<file path="config.mk">
export PLATFORM = sky130hd
export DESIGN_NAME = uart_receiver
export DESIGN_NICKNAME = d
export VERILOG_FILES = /design/src/rtl/uart_receiver.sv
export SDC_FILE = /design/constraint.sdc
export NUM_CORES = 1
export LEC_CHECK = 0
export ABC_CLOCK_PERIOD_IN_PS = 3000
export CORE_ASPECT_RATIO = 1.25
export CORE_MARGIN = 5
export CORE_UTILIZATION = 57
export CTS_CLUSTER_SIZE = 14
export DETAILED_ROUTE_END_ITERATION = 16
export PLACE_DENSITY_LB_ADDON = 0.12
export SYNTH_ARGS = -nofsm -noshare
export SYNTH_HDL_FRONTEND = slang
export SYNTH_SLANG_ARGS = --single-unit
</file>
<file path="constraint.sdc">
create_clock -name uart_receiver_clock -period 3 [get_ports uart_receiver_clock]
set_input_delay 0.3 -clock uart_receiver_clock [delete_from_list [all_inputs] [get_ports uart_receiver_clock]]
set_output_delay 0.3 -clock uart_receiver_clock [all_outputs]
set_load 0.02 [all_outputs]
</file>
<file path="src/rtl/uart_receiver.sv">
// Serial receiver for btint column traffic: recovers 11-bit frames of interleaved (a,b) digit
// pairs and assembles four 8-digit elements into one column word with a one-cycle valid strobe.
module uart_receiver #(
   parameter int unsigned BIT_PERIOD = 10000000,
   parameter int unsigned CNT_W      = 24,
   parameter int unsigned ELEMENTS   = 4
) (
   input  logic        uart_receiver_clock,
   input  logic        uart_receiver_reset,
   input  logic        uart_receiver_input,
   output logic [31:0] uart_receiver_output_btint_a,
   output logic [31:0] uart_receiver_output_btint_b,
   output logic        uart_receiver_output_valid,
   output logic        uart_receiver_frame_error,
   output logic [1:0]  uart_receiver_column
);

   typedef enum logic [1:0] {IDLE, START, DATA, STOP} state_t;

   localparam logic [CNT_W-1:0] HALF_RELOAD = CNT_W'(BIT_PERIOD / 2 - 1);
   localparam logic [CNT_W-1:0] FULL_RELOAD = CNT_W'(BIT_PERIOD - 1);
   localparam logic [1:0]       LAST_ELEM   = 2'(ELEMENTS - 1);

   logic             sync1, rx_s;
   state_t           state, state_n;
   logic             armed, armed_n;
   logic [CNT_W-1:0] timer, timer_n;
   logic [2:0]       bit_idx, bit_idx_n;
   logic             stop_idx, stop_idx_n;
   logic [7:0]       data, data_n;
   logic             nib, nib_n;
   logic [1:0]       elem, elem_n;
   logic [31:0]      asm_a, asm_a_n, asm_b, asm_b_n;
   logic [31:0]      merged_a, merged_b;
   logic [31:0]      out_a, out_a_n, out_b, out_b_n;
   logic             valid, valid_n, ferr, ferr_n;
   logic [1:0]       column, column_n;
   logic [4:0]       pos;

   always_ff @(posedge uart_receiver_clock) begin
      if (uart_receiver_reset) begin
         sync1    <= 1'b1;
         rx_s     <= 1'b1;
         state    <= IDLE;
         armed    <= 1'b1;
         timer    <= '0;
         bit_idx  <= '0;
         stop_idx <= 1'b0;
         data     <= '0;
         nib      <= 1'b0;
         elem     <= '0;
         asm_a    <= '0;
         asm_b    <= '0;
         out_a    <= '0;
         out_b    <= '0;
         valid    <= 1'b0;
         ferr     <= 1'b0;
         column   <= '0;
      end else begin
         sync1    <= uart_receiver_input;
         rx_s     <= sync1;
         state    <= state_n;
         armed    <= armed_n;
         timer    <= timer_n;
         bit_idx  <= bit_idx_n;
         stop_idx <= stop_idx_n;
         data     <= data_n;
         nib      <= nib_n;
         elem     <= elem_n;
         asm_a    <= asm_a_n;
         asm_b    <= asm_b_n;
         out_a    <= out_a_n;
         out_b    <= out_b_n;
         valid    <= valid_n;
         ferr     <= ferr_n;
         column   <= column_n;
      end
   end

   always_comb begin
      state_n    = state;
      armed_n    = armed;
      timer_n    = (timer == '0) ? timer : timer - CNT_W'(1);
      bit_idx_n  = bit_idx;
      stop_idx_n = stop_idx;
      data_n     = data;
      nib_n      = nib;
      elem_n     = elem;
      asm_a_n    = asm_a;
      asm_b_n    = asm_b;
      out_a_n    = out_a;
      out_b_n    = out_b;
      valid_n    = 1'b0;
      ferr_n     = 1'b0;
      column_n   = column;
      pos        = '0;

      // Current frame merged into the assembly word: element e in byte (3-e), nibble nib.
      merged_a = asm_a;
      merged_b = asm_b;
      for (int unsigned m = 0; m < 4; m++) begin
         pos = {~elem, nib, m[1:0]};
         merged_a[pos] = data[{m[1:0], 1'b0}];
         merged_b[pos] = data[{m[1:0], 1'b1}];
      end

      unique case (state)
         IDLE: begin
            // After a break the line must return high before a new start is accepted.
            if (rx_s) begin
               armed_n = 1'b1;
            end else if (armed) begin
               state_n = START;
               timer_n = HALF_RELOAD;
            end
         end
         START: begin
            if (timer == '0) begin
               if (!rx_s) begin
                  state_n   = DATA;
                  bit_idx_n = '0;
                  timer_n   = FULL_RELOAD;
               end else begin
                  state_n = IDLE;
               end
            end
         end
         DATA: begin
            if (timer == '0) begin
               data_n[bit_idx] = rx_s;
               timer_n         = FULL_RELOAD;
               if (bit_idx == 3'd7) begin
                  state_n    = STOP;
                  stop_idx_n = 1'b0;
               end else begin
                  bit_idx_n = bit_idx + 3'd1;
               end
            end
         end
         STOP: begin
            if (timer == '0) begin
               if (!rx_s) begin
                  ferr_n  = 1'b1;
                  armed_n = 1'b0;
                  nib_n   = 1'b0;
                  elem_n  = '0;
                  asm_a_n = '0;
                  asm_b_n = '0;
                  state_n = IDLE;
               end else if (!stop_idx) begin
                  stop_idx_n = 1'b1;
                  timer_n    = FULL_RELOAD;
               end else begin
                  state_n = IDLE;
                  if (nib && elem == LAST_ELEM) begin
                     out_a_n  = merged_a;
                     out_b_n  = merged_b;
                     valid_n  = 1'b1;
                     column_n = column + 2'd1;
                     nib_n    = 1'b0;
                     elem_n   = '0;
                     asm_a_n  = '0;
                     asm_b_n  = '0;
                  end else begin
                     asm_a_n = merged_a;
                     asm_b_n = merged_b;
                     nib_n   = ~nib;
                     if (nib) elem_n = elem + 2'd1;
                  end
               end
            end
         end
         default: state_n = IDLE;
      endcase
   end

   assign uart_receiver_output_btint_a = out_a;
   assign uart_receiver_output_btint_b = out_b;
   assign uart_receiver_output_valid   = valid;
   assign uart_receiver_frame_error    = ferr;
   assign uart_receiver_column         = column;

endmodule

</file>
Word level (Yosys, flattened, before mapping) --
Index checks and enable logic that the tools add are counted.
Storage, ports and cells: register bits after elaboration 176, bits in latches 0, RAM bits 0, ROM bits 0, input bits 3, output and inout port bits 68, logic and storage cells 144, memories kept 0
Cells by class: add/subtract/negate cells 4, multipliers 0, divide/modulo/power cells 0, magnitude comparators 10, equal/unequal tests 19, shift-type cells 0, mux-type cells 67, bitwise logic cells 6, reduce and logical (&&, ||, !) cells 21
Operators with widths (number):
- $bwmux W32 | 8
- $mux W24 | 9
- $mux W32 | 6
- $pmux W24 S4 | 1
- $mux W2 | 13
- $logic_not A24 Y1 | 1
- $lt A5 B6 Y1 const B | 4
- $sub A24 B1 Y24 const B | 1
- $ne A2 B2 Y1 const B | 11
- $ge A5 B1 Y1 const B | 4
- $mux W1 | 16
- $demux W1 S3 | 5
- $reduce_and A5 Y1 | 3
- $mux W3 | 4
- $bwmux W8 | 1
- $pmux W2 S4 | 1
- $reduce_and A4 Y1 | 2
- $reduce_and A7 Y1 | 1
- $eq A2 B2 Y1 const B | 3
- $logic_and A1 B1 Y1 | 6
- $pmux W3 S2 | 1
- $reduce_bool A2 Y1 | 3
- $not A1 Y1 | 5
- $reduce_or A5 Y1 | 1
- 15 further kinds | 17

Longest topological paths before layout --
depth after elaboration 12, gate-level depth with buffers 12

Least setup slack after synthesis --
OpenSTA, ideal clock, no wires.
path kind register -> register, start point reg timer[13], end point reg timer[0], library setup time 0.122 ns, data arrival time 2.369 ns, path slack 0.509 ns, cell stages (with the launch flop) 11, buffers on the path 2, period minus slack after synthesis 2.491 ns, cells stage by stage dfxtp_1 nor4_1 nand3_1 buf_2 nor2_1 inv_1 clkbuf_1 ha_1 nor4b_1 a21oi_1 o311a_1
On the way: word-level cells in the longest chain between the ends 6, elaborated cells between the ends (all ways) 11, those cells by class 10 x mux; 1 x reduce/logical
Ends and longest elaborated chain:
- from (decl) | RTL line 27 | logic [CNT_W-1:0] timer, timer_n;
- from (signal assigned) | RTL line 64 | timer <= timer_n;
- $logic_not A24 Y1 *
- $mux W24 | RTL line 83 | timer_n = (timer == '0) ? timer : timer - CNT_W'(1);
- $mux W24 | RTL line 150 | end else if (!stop_idx) begin
- $mux W24 | RTL line 142 | if (!rx_s) begin
- $mux W24 | RTL line 141 | if (timer == '0) begin
- $pmux W24 S4 * | RTL line 107 | unique case (state)
Every way passes the cells marked *; elsewhere a longest branch is shown, timed or not. A chain may end at the register's enable or synchronous reset.

Worst setup path in the final report --
start point reg timer[0], end point reg asm_a[21]
On the way: word-level cells in the longest chain between the ends 2
Ends and longest elaborated chain:
- $logic_not A24 Y1 | RTL line 141
- $reduce_and A3 Y1 (no source line)
- to (signal assigned) | RTL line 70 | asm_a <= asm_a_n;
- to (decl) | RTL line 33 | logic [31:0] asm_a, asm_a_n, asm_b, asm_b_n;
No other way between the ends.

==> impl_results.md <==
* Status: finished clean
* I/O Pins at 71
* Port bufs at 70
* Synth cell types at 52
* H-tree Lvls at 4
* Max IR drop VDD at 0.596 mV
* Setup CP Type: reg -> reg
* Fill cell count at 1023
* CP max-delay cell: a21oi_1
* Antenna Cells at 0
* Commonest non-fill, non-tap cell in the layout: dfxtp_1
* Die span in y at 138 um
* Core ar. at 12800 um2
* Crit path max-delay family: simple AND/OR/NAND/NOR gates
* Vias at 6515
* R2r endpoint: asm_a[21]
* Worst-path fanout max at 11
* Die area at 15500 um2
* Seq/Total Area, Yosys at 45.0%
* First-pass GRT wire length at 31.7 mm
* GRT Total Usage at 24.8%
* Post-synth EDFFs at 0
* 1st-iter DRT viols at 431
* GRT met2 Usage at 44.6%
* Critical Path Sink: asm_a[21]
* FF+latch count, synth at 168
* Max Cap Viol at 0
* CP Launch Type: register
* Post-route ant nets at 0
* Drc violations at 0
* Die width at 112 um
* Mapped Cells at 840
* Met1 usage at 28.7%
* Gr busiest metal: met2
* Vias/cell at 6.13
* Crit path time final at 2.72 ns
* Worst Clk Skew at 0.00941 ns
* Final period util at 90.6%
* Fin cells at 1062
* Design Power at 5.88 mW
* CTS max path bufs at 2
* Worst-path clk slew at 0.07 ns
* Syn Area/Cell at 8.89 um2
* Yosys warning count at 0
* CTS tree: yes
* Pin count of the biggest net entering global routing at 65
* Critical path depth in cells at 7
* DP HPWL at 13.2 mm
* Routed WL per cell at 18.4 um
* Number of global-route vias before repair at 6295
* Root buf cell: clkbuf_16
* Cells after DPL at 1031
* Clock sink total at 168
* Placer Congestion at 0.926
* Element type at the critical path end: register
* Post-Place Worst Slack at 0.378 ns
* Relative slew slack at 52.7%
* Leakage at 2.77 nW
* CP arrival at 3.00 ns
* Crit path required time at 3.28 ns
* Final WL at 19.5 mm
* Drt first pass iters at 5
* Setup repair bufs after CTS at 0
* Final Hold Viols at 0
* Least-Margin Pin Slew at 0.706 ns
* Initial antenna violation count at 0
* Max Fclk at 0.368 GHz
* Remaining global-route overflow at 0
* CTS buffer count at 17
* FF-to-FF path depth at 7
* Fin Setup TNS at 0 ns
* Row count at 46
* Cts hold-fix bufs at 0
* CP startpoint: timer[0]
* Top_reg_cell synth: dfxtp_1
* Async S/R FF share, synth at 0%
* Share of post-route cells with drive strength above 1 at 10.7%
* Syn_nets at 851
* Routing usage on met3 at 4.41%
* Later-pin clock latency in the skew report at 0.42 ns
* CP peak stage delay at 0.63 ns
* Worst reg-to-reg setup slack at 0.28 ns
* Final Slew Violations at 0
* Synthesized area at 7470 um2
* Post_cts resized at 0
* Nets@finish at 893
* Pwr Density at 667 nW/um2
* RSZ-0062 raised after global routing: no
* Commonest non-fill, non-tap cells in the layout: dfxtp_1, nor2_1, clkdlybuf4s50_1
* Setup-failing EPs final at 0
* Initial cell density of the core at 58.5%
* Min-delay worst type: in -> reg
* CP Cell Sequence: inv_1, ha_1, nor4b_2, and4_1, nand3_1, a21oi_1, o32ai_1
* Final WS setup at 0.281 ns
* CP bufs+invs at 1
* Syn-to-layout area delta at 18.1%
* FF-to-FF Start: timer[0]
cells in the mapped netlist (all sizes together), types with 2 or more instances:
master / number / area, um2
a211oi: 33 / 408
xnor2: 4 / 35.0
o211ai: 2 / 15.0
o32ai: 49 / 429
nor4: 12 / 124
inv: 56 / 210
and2: 4 / 25.0
nor4b: 4 / 47.6
o22ai: 5 / 31.3
mux2i: 25 / 250
a21oi: 49 / 245
nor3: 8 / 45.0
nor2: 120 / 450
nand2: 46 / 173
buf: 22 / 119
o21ai: 15 / 75.1
dfxtp: 168 / 3360
nand4: 8 / 50.1
nor2b: 10 / 62.6
o41ai: 2 / 17.5
nand2b: 15 / 93.8
a211o: 2 / 17.5
nor3b: 3 / 22.5
a31oi: 6 / 37.5
or2: 5 / 31.3
xor2: 13 / 114
nand3b: 10 / 75.1
ha: 8 / 100
or3: 4 / 25.0
a311oi: 24 / 210
a22o: 8 / 70.1
and3: 3 / 18.8
and4: 2 / 17.5
clkbuf: 43 / 161
nand3: 41 / 205
o31ai: 3 / 22.5
metrics by stage:
step | hold slack (ns) | utilization (%) | instance area, um2
6_report | 0.353 | 69.0 | 8820
5_1_grt | 0.387 | 69.0 | 8820
4_1_cts | 0.353 | 69.0 | 8820
3_5_place_dp | 0.399 | 64.7 | 8270
3_3_place_gp | 0.392 | 64.7 | 8270
2_1_floorplan | 0.389 | - | 7470
power by group:
group | switching, mW | internal (mW)
clock | 0.883 | 1.18
combinational | 0.787 | 0.502
sequential | 0.175 | 2.35
metal layers:
layer,vias to the layer above,routed length [um]
met1,3158,7580
met3,42,1100
met5,-,0
met4,0,529
met2,213,10300
li1,3102,-
cell families after synthesis:
| logic type | synth area share (%) |
|---|---|
| muxes | 3.50 |
| buffers and inverters | 6.56 |
| adders and majority gates | 1.34 |
| AOI/OAI and AO/OA | 21.6 |
| and+or+nand+nor | 20.0 |
| xor gates and xnor gates | 1.99 |
| DFF | 45.0 |
worst register-to-register path, stage by stage (launching register included):
cell and delay, ns:
dfxtp_1 0.37, inv_1 0.08, ha_1 0.21, nor4b_2 0.36, and4_1 0.35, nand3_1 0.41
a21oi_1 0.63, o32ai_1 0.16
cell type report:
cell class	count	area [um2]	area share, %
inverter	56	210	2.38
clock buffer	20	457	5.18
timing repair buffer	88	858	9.73
multi-input combinational	551	3630	41.1
clock inverter	11	97.6	1.11
tap	168	210	2.38
sequential	168	3360	38.1
registers in the layout (all words and copies together), names as in the netlist, 2 cells and up, named ones only:
name and cells:
asm_a 28, asm_b 28, bit_idx 3, data 8, elem 2, timer 24
uart_receiver_column 2, uart_receiver_output_btint_a 32, uart_receiver_output_btint_b 32
worst min path at each step:
| stage | slack (ns) | cells after the start | end | start |
|---|---|---|---|---|
| detailed placement | 0.40 | 1 | rx_s | sync1 |
| global placement | 0.39 | 1 | rx_s | sync1 |
| CTS | 0.35 | 2 | uart_receiver_output_btint_a[7] | uart_receiver_reset |
| global route | 0.39 | 2 | uart_receiver_output_btint_a[7] | uart_receiver_reset |
| floorplan | 0.39 | 1 | rx_s | sync1 |
| finish | 0.35 | 2 | uart_receiver_output_btint_a[7] | uart_receiver_reset |
No activity file was read; power rests on OpenSTA's default activity.
